<file path="src/rtl/div_share_ctrl_pkg.sv">
// Shared constants and index helpers for the divider-sharing scheduler.
// The divider width and latency live here so the divider wrapper and the
// scheduler can never disagree about them.
package div_share_ctrl_pkg;

    localparam int DIV_DW      = 36;
    localparam int DIV_LAT_CYC = 3;
    localparam int MAX_ID_W    = 3;

    // One tag pipeline entry: whether a divider op is in flight and who issued it
    typedef struct packed {
        logic                vld;
        logic [MAX_ID_W-1:0] id;
    } tag_t;

    // Cyclic index: ptr + ofs folded back into 0..n-1 (ofs < n)
    function automatic int rr_index(input int ptr, input int ofs, input int n);
        int v;
        v = ptr + ofs;
        if (v >= n) v = v - n;
        return v;
    endfunction

    // Successor of v in a ring of n entries
    function automatic int wrap_inc(input int v, input int n);
        return (v + 1 >= n) ? 0 : v + 1;
    endfunction

endpackage

</file>
<file path="src/rtl/div_share_ctrl_if.sv">
// Requester-side bus of the divider-sharing scheduler: request handshake
// with packed operands, and the broadcast result with a one-hot strobe.
interface div_share_ctrl_if import div_share_ctrl_pkg::*; #(
    parameter int N_REQ = 4,
    parameter int DW    = DIV_DW
);

    logic [N_REQ-1:0]    req_valid;
    logic [N_REQ*DW-1:0] req_a;
    logic [N_REQ*DW-1:0] req_b;
    logic [N_REQ-1:0]    req_ready;
    logic [N_REQ-1:0]    res_valid;
    logic [DW-1:0]       res_q;
    logic [DW-1:0]       res_r;
    logic                res_err;

    // Requester side
    modport master (
        output req_valid, req_a, req_b,
        input  req_ready, res_valid, res_q, res_r, res_err
    );

    // Scheduler side
    modport slave (
        input  req_valid, req_a, req_b,
        output req_ready, res_valid, res_q, res_r, res_err
    );

endinterface

</file>
<file path="src/rtl/div_share_ctrl_rr_arbiter.sv">
// Round-robin arbiter: combinational one-hot grant plus encoded ID, with the
// priority pointer moving just past the winner whenever a grant is taken.
module rr_arbiter import div_share_ctrl_pkg::*; #(
    parameter int N_REQ = 4,
    parameter int ID_W  = 2
) (
    input  logic             clk,
    input  logic             rst,
    input  logic [N_REQ-1:0] req,
    input  logic             advance,
    output logic [N_REQ-1:0] grant,
    output logic [ID_W-1:0]  gid
);

    logic [ID_W-1:0] ptr;
    logic            found;

    // Grant the first pending requester at or after the pointer, wrapping around
    always_comb begin
        grant = '0;
        gid   = '0;
        found = 1'b0;
        for (int i = 0; i < N_REQ; i++) begin
            for (int j = 0; j < N_REQ; j++) begin
                if (!found && req[j] && (j == rr_index(int'(ptr), i, N_REQ))) begin
                    found    = 1'b1;
                    grant[j] = 1'b1;
                    gid      = ID_W'(j);
                end
            end
        end
    end

    // Move the pointer past the winner so it drops to lowest priority
    always_ff @(posedge clk) begin
        if (rst) begin
            ptr <= '0;
        end else if (advance) begin
            ptr <= ID_W'(wrap_inc(int'(gid), N_REQ));
        end
    end

endmodule

</file>
<file path="src/rtl/div_share_ctrl.sv">
// Shares one pipelined divider between N_REQ requesters. One request is
// issued per cycle, the requester ID rides a tag pipeline matched to the
// divider latency, and the result is registered back to the issuer.
// The divider instance itself sits outside; its rst_n is ~rst.
module div_share_ctrl import div_share_ctrl_pkg::*; #(
    parameter int N_REQ   = 4,
    parameter int ID_W    = 2,
    parameter int DW      = DIV_DW,
    parameter int DIV_LAT = DIV_LAT_CYC
) (
    input  logic              clk,
    input  logic              rst,
    input  logic              en,
    div_share_ctrl_if.slave   bus,
    output logic              busy,
    output logic              div_valid,
    output logic [DW-1:0]     div_a,
    output logic [DW-1:0]     div_b,
    input  logic [DW-1:0]     div_q,
    input  logic [DW-1:0]     div_r,
    input  logic              div_ready,
    input  logic              div_inv
);

    logic [N_REQ-1:0] arb_req;
    logic [N_REQ-1:0] grant;
    logic [ID_W-1:0]  gid;
    logic             any_grant;
    logic [DW-1:0]    sel_a;
    logic [DW-1:0]    sel_b;
    logic [DW-1:0]    last_a_p0;
    logic [DW-1:0]    last_b_p0;
    tag_t             tag_p [DIV_LAT];
    logic [N_REQ-1:0] out_oh;
    logic [N_REQ-1:0] res_valid_r;
    logic [DW-1:0]    res_q_r;
    logic [DW-1:0]    res_r_r;
    logic             res_err_r;

    // With en low nobody can win, but in-flight work keeps draining
    assign arb_req = bus.req_valid & {N_REQ{en}};

    rr_arbiter #(
        .N_REQ (N_REQ),
        .ID_W  (ID_W)
    ) u_arb (
        .clk     (clk),
        .rst     (rst),
        .req     (arb_req),
        .advance (any_grant),
        .grant   (grant),
        .gid     (gid)
    );

    assign any_grant     = |grant;
    assign bus.req_ready = grant;

    // Operand mux for the winning requester
    always_comb begin
        sel_a = '0;
        sel_b = '0;
        for (int i = 0; i < N_REQ; i++) begin
            if (grant[i]) begin
                sel_a = bus.req_a[i*DW +: DW];
                sel_b = bus.req_b[i*DW +: DW];
            end
        end
    end

    // Keep the last issued operands so the divider inputs stay quiet when idle
    always_ff @(posedge clk) begin
        if (any_grant) begin
            last_a_p0 <= sel_a;
            last_b_p0 <= sel_b;
        end
    end

    assign div_valid = any_grant;
    assign div_a     = any_grant ? sel_a : last_a_p0;
    assign div_b     = any_grant ? sel_b : last_b_p0;

    // ---- issue -> tag stage 0 .. DIV_LAT-1 (aligned with div_ready) ----
    // Shift the {vld, id} tag alongside the divider pipeline every cycle
    always_ff @(posedge clk) begin
        if (rst) begin
            for (int k = 0; k < DIV_LAT; k++) tag_p[k].vld <= 1'b0;
        end else begin
            tag_p[0].vld <= any_grant;
            for (int k = 1; k < DIV_LAT; k++) tag_p[k].vld <= tag_p[k-1].vld;
        end
        tag_p[0].id <= MAX_ID_W'(gid);
        for (int k = 1; k < DIV_LAT; k++) tag_p[k].id <= tag_p[k-1].id;
    end

    // Decode the returning tag into the one-hot result strobe
    always_comb begin
        out_oh = '0;
        for (int i = 0; i < N_REQ; i++) begin
            out_oh[i] = (tag_p[DIV_LAT-1].id == MAX_ID_W'(i));
        end
    end

    // ---- tag stage DIV_LAT-1 -> result register ----
    // Capture the divider output for the tagged requester; the tag, not
    // div_ready, decides whether a result is real
    always_ff @(posedge clk) begin
        if (rst) begin
            res_valid_r <= '0;
            res_q_r     <= '0;
            res_r_r     <= '0;
            res_err_r   <= 1'b0;
        end else begin
            res_valid_r <= tag_p[DIV_LAT-1].vld ? out_oh : '0;
            if (tag_p[DIV_LAT-1].vld) begin
                if (div_inv) begin
                    res_q_r   <= '0;
                    res_r_r   <= '0;
                    res_err_r <= 1'b1;
                end else begin
                    res_q_r   <= div_q;
                    res_r_r   <= div_r;
                    res_err_r <= 1'b0;
                end
            end
        end
    end

    assign bus.res_valid = res_valid_r;
    assign bus.res_q     = res_q_r;
    assign bus.res_r     = res_r_r;
    assign bus.res_err   = res_err_r;

    // Busy while anything is in the tag pipeline or a result is being presented
    always_comb begin
        busy = |res_valid_r;
        for (int k = 0; k < DIV_LAT; k++) busy = busy | tag_p[k].vld;
    end

    // The divider's ready must line up with our tag; a slip means a latency mismatch
    always_ff @(posedge clk) begin
        if (!rst) begin
            assert (div_ready == tag_p[DIV_LAT-1].vld);
        end
    end

endmodule

</file>
<file path="src/flat_wrapper.sv">
// flat-port wrapper written by rule: the top's interface ports become plain ports
module div_share_ctrl_flat import div_share_ctrl_pkg::*;
#(
    parameter int N_REQ   = 4,
    parameter int ID_W    = 2,
    parameter int DW      = DIV_DW,
    parameter int DIV_LAT = DIV_LAT_CYC
)
  (clk, rst, en, busy, div_valid, div_a, div_b, div_q, div_r, div_ready, div_inv, bus_req_valid, bus_req_a, bus_req_b, bus_req_ready, bus_res_valid, bus_res_q, bus_res_r, bus_res_err);
  div_share_ctrl_if #(.N_REQ(N_REQ), .DW(DW)) bus_i ();
  input  logic clk;
  input  logic rst;
  input  logic en;
  output logic busy;
  output logic div_valid;
  output logic [DW-1:0] div_a;
  output logic [DW-1:0] div_b;
  input  logic [DW-1:0] div_q;
  input  logic [DW-1:0] div_r;
  input  logic div_ready;
  input  logic div_inv;
  input wire logic [$bits(bus_i.req_valid)-1:0] bus_req_valid;
  input wire logic [$bits(bus_i.req_a)-1:0] bus_req_a;
  input wire logic [$bits(bus_i.req_b)-1:0] bus_req_b;
  output wire logic [$bits(bus_i.req_ready)-1:0] bus_req_ready;
  output wire logic [$bits(bus_i.res_valid)-1:0] bus_res_valid;
  output wire logic [$bits(bus_i.res_q)-1:0] bus_res_q;
  output wire logic [$bits(bus_i.res_r)-1:0] bus_res_r;
  output wire logic [$bits(bus_i.res_err)-1:0] bus_res_err;
  assign bus_i.req_valid = bus_req_valid;
  assign bus_i.req_a = bus_req_a;
  assign bus_i.req_b = bus_req_b;
  assign bus_req_ready = bus_i.req_ready;
  assign bus_res_valid = bus_i.res_valid;
  assign bus_res_q = bus_i.res_q;
  assign bus_res_r = bus_i.res_r;
  assign bus_res_err = bus_i.res_err;
  div_share_ctrl #(.N_REQ(N_REQ), .ID_W(ID_W), .DW(DW), .DIV_LAT(DIV_LAT)) u_core (.clk(clk), .rst(rst), .en(en), .bus(bus_i), .busy(busy), .div_valid(div_valid), .div_a(div_a), .div_b(div_b), .div_q(div_q), .div_r(div_r), .div_ready(div_ready), .div_inv(div_inv));
endmodule
</file>
<file path="config.mk">
export PLATFORM = sky130hd
export DESIGN_NAME = div_share_ctrl_flat
export DESIGN_NICKNAME = d
export VERILOG_FILES = /design/src/rtl/div_share_ctrl_pkg.sv /design/src/rtl/div_share_ctrl_if.sv /design/src/rtl/div_share_ctrl_rr_arbiter.sv /design/src/rtl/div_share_ctrl.sv /design/src/flat_wrapper.sv
export SDC_FILE = /design/constraint.sdc
export NUM_CORES = 1
export LEC_CHECK = 0
export ABC_AREA = 1
export CELL_PAD_IN_SITES_DETAIL_PLACEMENT = 1
export CELL_PAD_IN_SITES_GLOBAL_PLACEMENT = 2
export CORE_MARGIN = 8
export CORE_UTILIZATION = 18
export CTS_BUF_LIST = sky130_fd_sc_hd__clkbuf_8
export CTS_CLUSTER_SIZE = 25
export DETAILED_ROUTE_END_ITERATION = 12
export GPL_TIMING_DRIVEN = 0
export PLACE_DENSITY_LB_ADDON = 0.05
export SLEW_MARGIN = 20
export SYNTH_ARGS = -nofsm -noshare
export SYNTH_HDL_FRONTEND = slang
export SYNTH_SLANG_ARGS = --single-unit
</file>
<file path="constraint.sdc">
create_clock -name clk -period 3.3 [get_ports clk]
set_input_delay 0.66 -clock clk [delete_from_list [all_inputs] [get_ports clk]]
set_output_delay 0.66 -clock clk [all_outputs]
set_load 0.005 [all_outputs]
</file>
==> run summary <==
CTS placed an instance of clkbuf_8 at the clock tree root. The post-synthesis average cell area came out at a little under 6 um^2. The start point of the worst min-delay path is u_core.tag_p[0][5]. TritonCTS built the clock tree.

The power density normalized to cell area came out at between 800 and 900 mW/mm^2. The count of max-cap constraint violations is 0. Cells fill 38.96% of the core in the end. The tightest min-delay check is of the flip-flop to flip-flop type. The net count of the mapped netlist is 1806. For this design, the sink count on the clock tree is 160. The ratio of cells with drive above 1 in the final layout came out at between 20% and 30%. The total power of the final layout came out at 15480 uW. The number of flip-flops and latches in the synthesized netlist is 160.

The static leakage came out at 0.008517 uW. The worst hold path was traced through 0 stages. The slew at the pin closest to its max-slew limit is ~0.83 ns.

The final hold slack is around 0.33 ns. The via count normalized by instance count came out at 4.206. After the last flow step, the layout net total stands at roughly 2500. During synthesis, Yosys emitted a total of 0 warnings. The library cell with the largest summed area after synthesis is dfxtp_1. The H-tree depth came out at 4. The full die area came out at 0.05458 mm^2. TritonCTS created 17 clock buffers.

The checks that failed: negative setup slack. Data on the critical path is required at its endpoint by about 2.6 ns. The count of port buffers added during placement is about 520. The maximum number of pins on one net before global-route repair is 17. The number of buffers added to fix hold violations after cts is 0. The number of max-slew violations in the final report is 0. The slowest stage of the critical path belongs to the cell nand4_1. The worst stage delay on the critical path is 0.26 ns. The sum of negative setup slack is -40.36 ns. The worst register-to-register path ends at u_core.last_b_p0[33].

The area share of the leading cell type in the synthesized netlist came out at a little under two fifths. The area of the mapped netlist is between 0.008 and 0.009 mm^2. The number of antenna violations at the first check in global routing is 27. The maximum count of clock buffers along a single path is 2. The floorplan has ~80 rows. The wire length of the first global-routing pass is just under 80 mm.

The worst relative slew slack came out at 44.20%. The via count of the routed design is ~12000. The maximum clock skew at final layout came out at 0.01227 ns. The mean routed wirelength per cell is 20.26 um. The cell count after synthesis came out at 1437. The number of failing hold endpoints at the final stage came out at 0. Across all register-to-register paths, the minimum setup slack is -0.55 ns. In this run the standard cell core region covers 0.04665 mm^2. In the post-synthesis netlist, the biggest area contributors are dfxtp_1 (38%), nand2_1 (26%), nand3_1 (9.2%), inv_1 (7.4%), nor2_1 (7.0%). The worst register-to-register path begins at u_core.u_arb.ptr[0]. Derived from the worst setup path, the maximum achievable clock frequency is about 260 MHz. The worst hold path terminates at u_core.tag_p[0][9]. Setup repair after global routing could not meet its margin everywhere. The area growth from synthesis to layout is 113.3%. STA classifies the critical path startpoint as an input pin. The floorplan step set the die height to roughly 230 um. The maximum vdd ir drop came out at 0.0002849 V. The number of DRC violations after detailed-routing iteration 0 is around 340. The first-pass iteration count of the detailed router came out at 4.

The number of failing setup endpoints in the final timing report is approximately 80. The data arrival time of the critical path is around 3.2 ns. The final weighted congestion of routability-driven global placement came out at 0.8250.

The initial core utilization came out at 18.27%. The total I/O pin count is around 520. The number of cells on the worst reg-to-reg path is 28. The insertion delay to the later sink of the worst-skew pair is ~0.56 ns. In this run the worst path has a maximum fanout of 5.

Clock-pin slew was measured on the worst setup and hold paths at roughly 0.1 ns. The most used cell along the critical path is buf_4. The register area share after synthesis came out at ~38%. Traced cell by cell, the critical path runs through clkdlybuf4s15_2, nand2_2, inv_2, nand2_2, nand2_4, nor2_4, nand4_1, nand4_1, nor2_1, nor3_2, nand2_1, nor2_4, buf_8, buf_12, buf_4, buf_4, nand3_1, nand2_1, buf_4. After detailed routing, the number of remaining DRC violations is 0. The total global routing overflow is 0. Subtracting the final worst setup slack from the clock period gives between 3 and 4 ns. After layout, the worst setup slack is -0.5932 ns.

The horizontal extent of the die came out at 233.6 um. The number of library cell types mapped by synthesis is 24. Once detail routing completed, the nets flagged for antenna violations numbered 0. The flow ran to the end, but the final reports show violations. The critical path in this run is classified as input pin to output port. The HPWL reported at the end of detailed placement came out at about 42 mm.

The final cycle utilization of the critical path is 118.0%. The global-route usage over all layers came out at 19.64%. STA classifies the critical path endpoint as an output port. The number of global-route vias before repair is 12050. Summed over all layers, the routed wires come to around 56 mm.
-- worst max-delay path, delay by kind of cell --
kind                   cells  cell delay (ns)
buffers and inverters      7             0.91
and+or+nand+nor           12             1.65
-- synthesized netlist by cell type --
cell type    n
nand2_1    598
inv_1      169
dfxtp_1    160
nor2_1     158
nand3_1    156
a21oi_1     73
buf_4       28
clkbuf_1    28
buf_2       23
nand4_1     11
buf_1        6
nor3_1       6
nor2_2       5
inv_2        3
nand2_2      2
nor2_4       2
o21ai_0      2
and2_4       1
buf_6        1
nand3_2      1
nand4_2      1
nor3b_1      1
nor4_1       1
o211ai_1     1
-- metrics by stage --
step	area, um^2	std cells	setup slack, ns
floorplan	8524	1437	0.3123
global placement	14510	2566	-1.628
detailed placement	14510	2566	-1.673
CTS	17150	2732	-0.6316
global route	18170	2748	-0.8106
finish	18180	2752	-0.5932
-- cell type report --
cell class,instances,area [um^2]
repair buffers,671,6963
well taps,607,759.5
diodes,11,27.53
fillers,5691,28480
clock inverters,9,101.3
flip-flops and latches,160,3211
multi-input cells,1019,5216
clock buffers,21,289.0
inverters,172,658.1
plain buffers,82,953.4
-- report_power, final --
group / switching [uW] / total (uW) / internal [uW]
clock network: 888 / 1570 / 681
registers: 243 / 2780 / 2540
logic: 5130 / 11100 / 6000
-- layer usage --
metal / routed length [um] / up-vias / track usage [%]
met2: 28420 / 316 / 34.80
met4: 712 / 34 / 5.408
met5: 215 / - / 0
met3: 4421 / 73 / 7.970
met1: 21980 / 5408 / 21.44
li1: - / 5745 / -
-- registers in the layout, summed over array words and instances, names as in the netlist --
| signal | flops |
|---|---|
| u_core.bus.res_err | 1 |
| u_core.bus.res_q | 36 |
| u_core.bus.res_r | 36 |
| u_core.bus.res_valid | 4 |
| u_core.last_a_p0 | 36 |
| u_core.last_b_p0 | 36 |
| u_core.tag_p | 9 |
| u_core.u_arb.ptr | 2 |
-- worst max-delay path by stage --
stage,start,endpoint,slack [ns],cells past startpoint
6_report,en,div_b[16],-0.59,19
3_3_place_gp,en,div_b[29],-1.63,15
4_1_cts,u_core.u_arb.ptr[1],div_b[10],-0.63,20
3_5_place_dp,en,div_b[29],-1.67,15
2_1_floorplan,bus_req_valid[3],div_a[12],0.31,16
5_1_grt,u_core.u_arb.ptr[0],div_a[21],-0.81,20
-- layout by cell type (no fill, tap or decap), drive strengths merged --
cell,n
a21oi,73
and2,1
buf,266
bufbuf,2
bufinv,1
clkbuf,59
clkdlybuf4s15,2
clkdlybuf4s50,441
clkinv,4
clkinvlp,1
dfxtp,160
diode,11
dlygate4sd2,4
inv,175
nand2,600
nand3,157
nand4,12
nor2,165
nor3,6
nor3b,1
nor4,1
o211ai,1
o21ai,2
-- kinds of logic (layout without fill, tap and decap cells) --
group	after synthesis	count (layout)	synth area share, %
buffers and inverters	258	955	13.02
and+or+nand+nor	943	943	44.91
AOI/OAI and AO/OA	76	76	4.491
other	0	11	0
DFF	160	160	37.58
-- repair_timing --
| action | in CTS | in global routing |
|---|---|---|
| pin swaps | 100 | 128 |
| cloned | 9 | 8 |
| gates resized for setup | 674 | 234 |
| buffers inserted | 130 | 26 |
| setup endpoints to repair | 78 | 83 |
No activity file was read; power rests on OpenSTA's default activity.
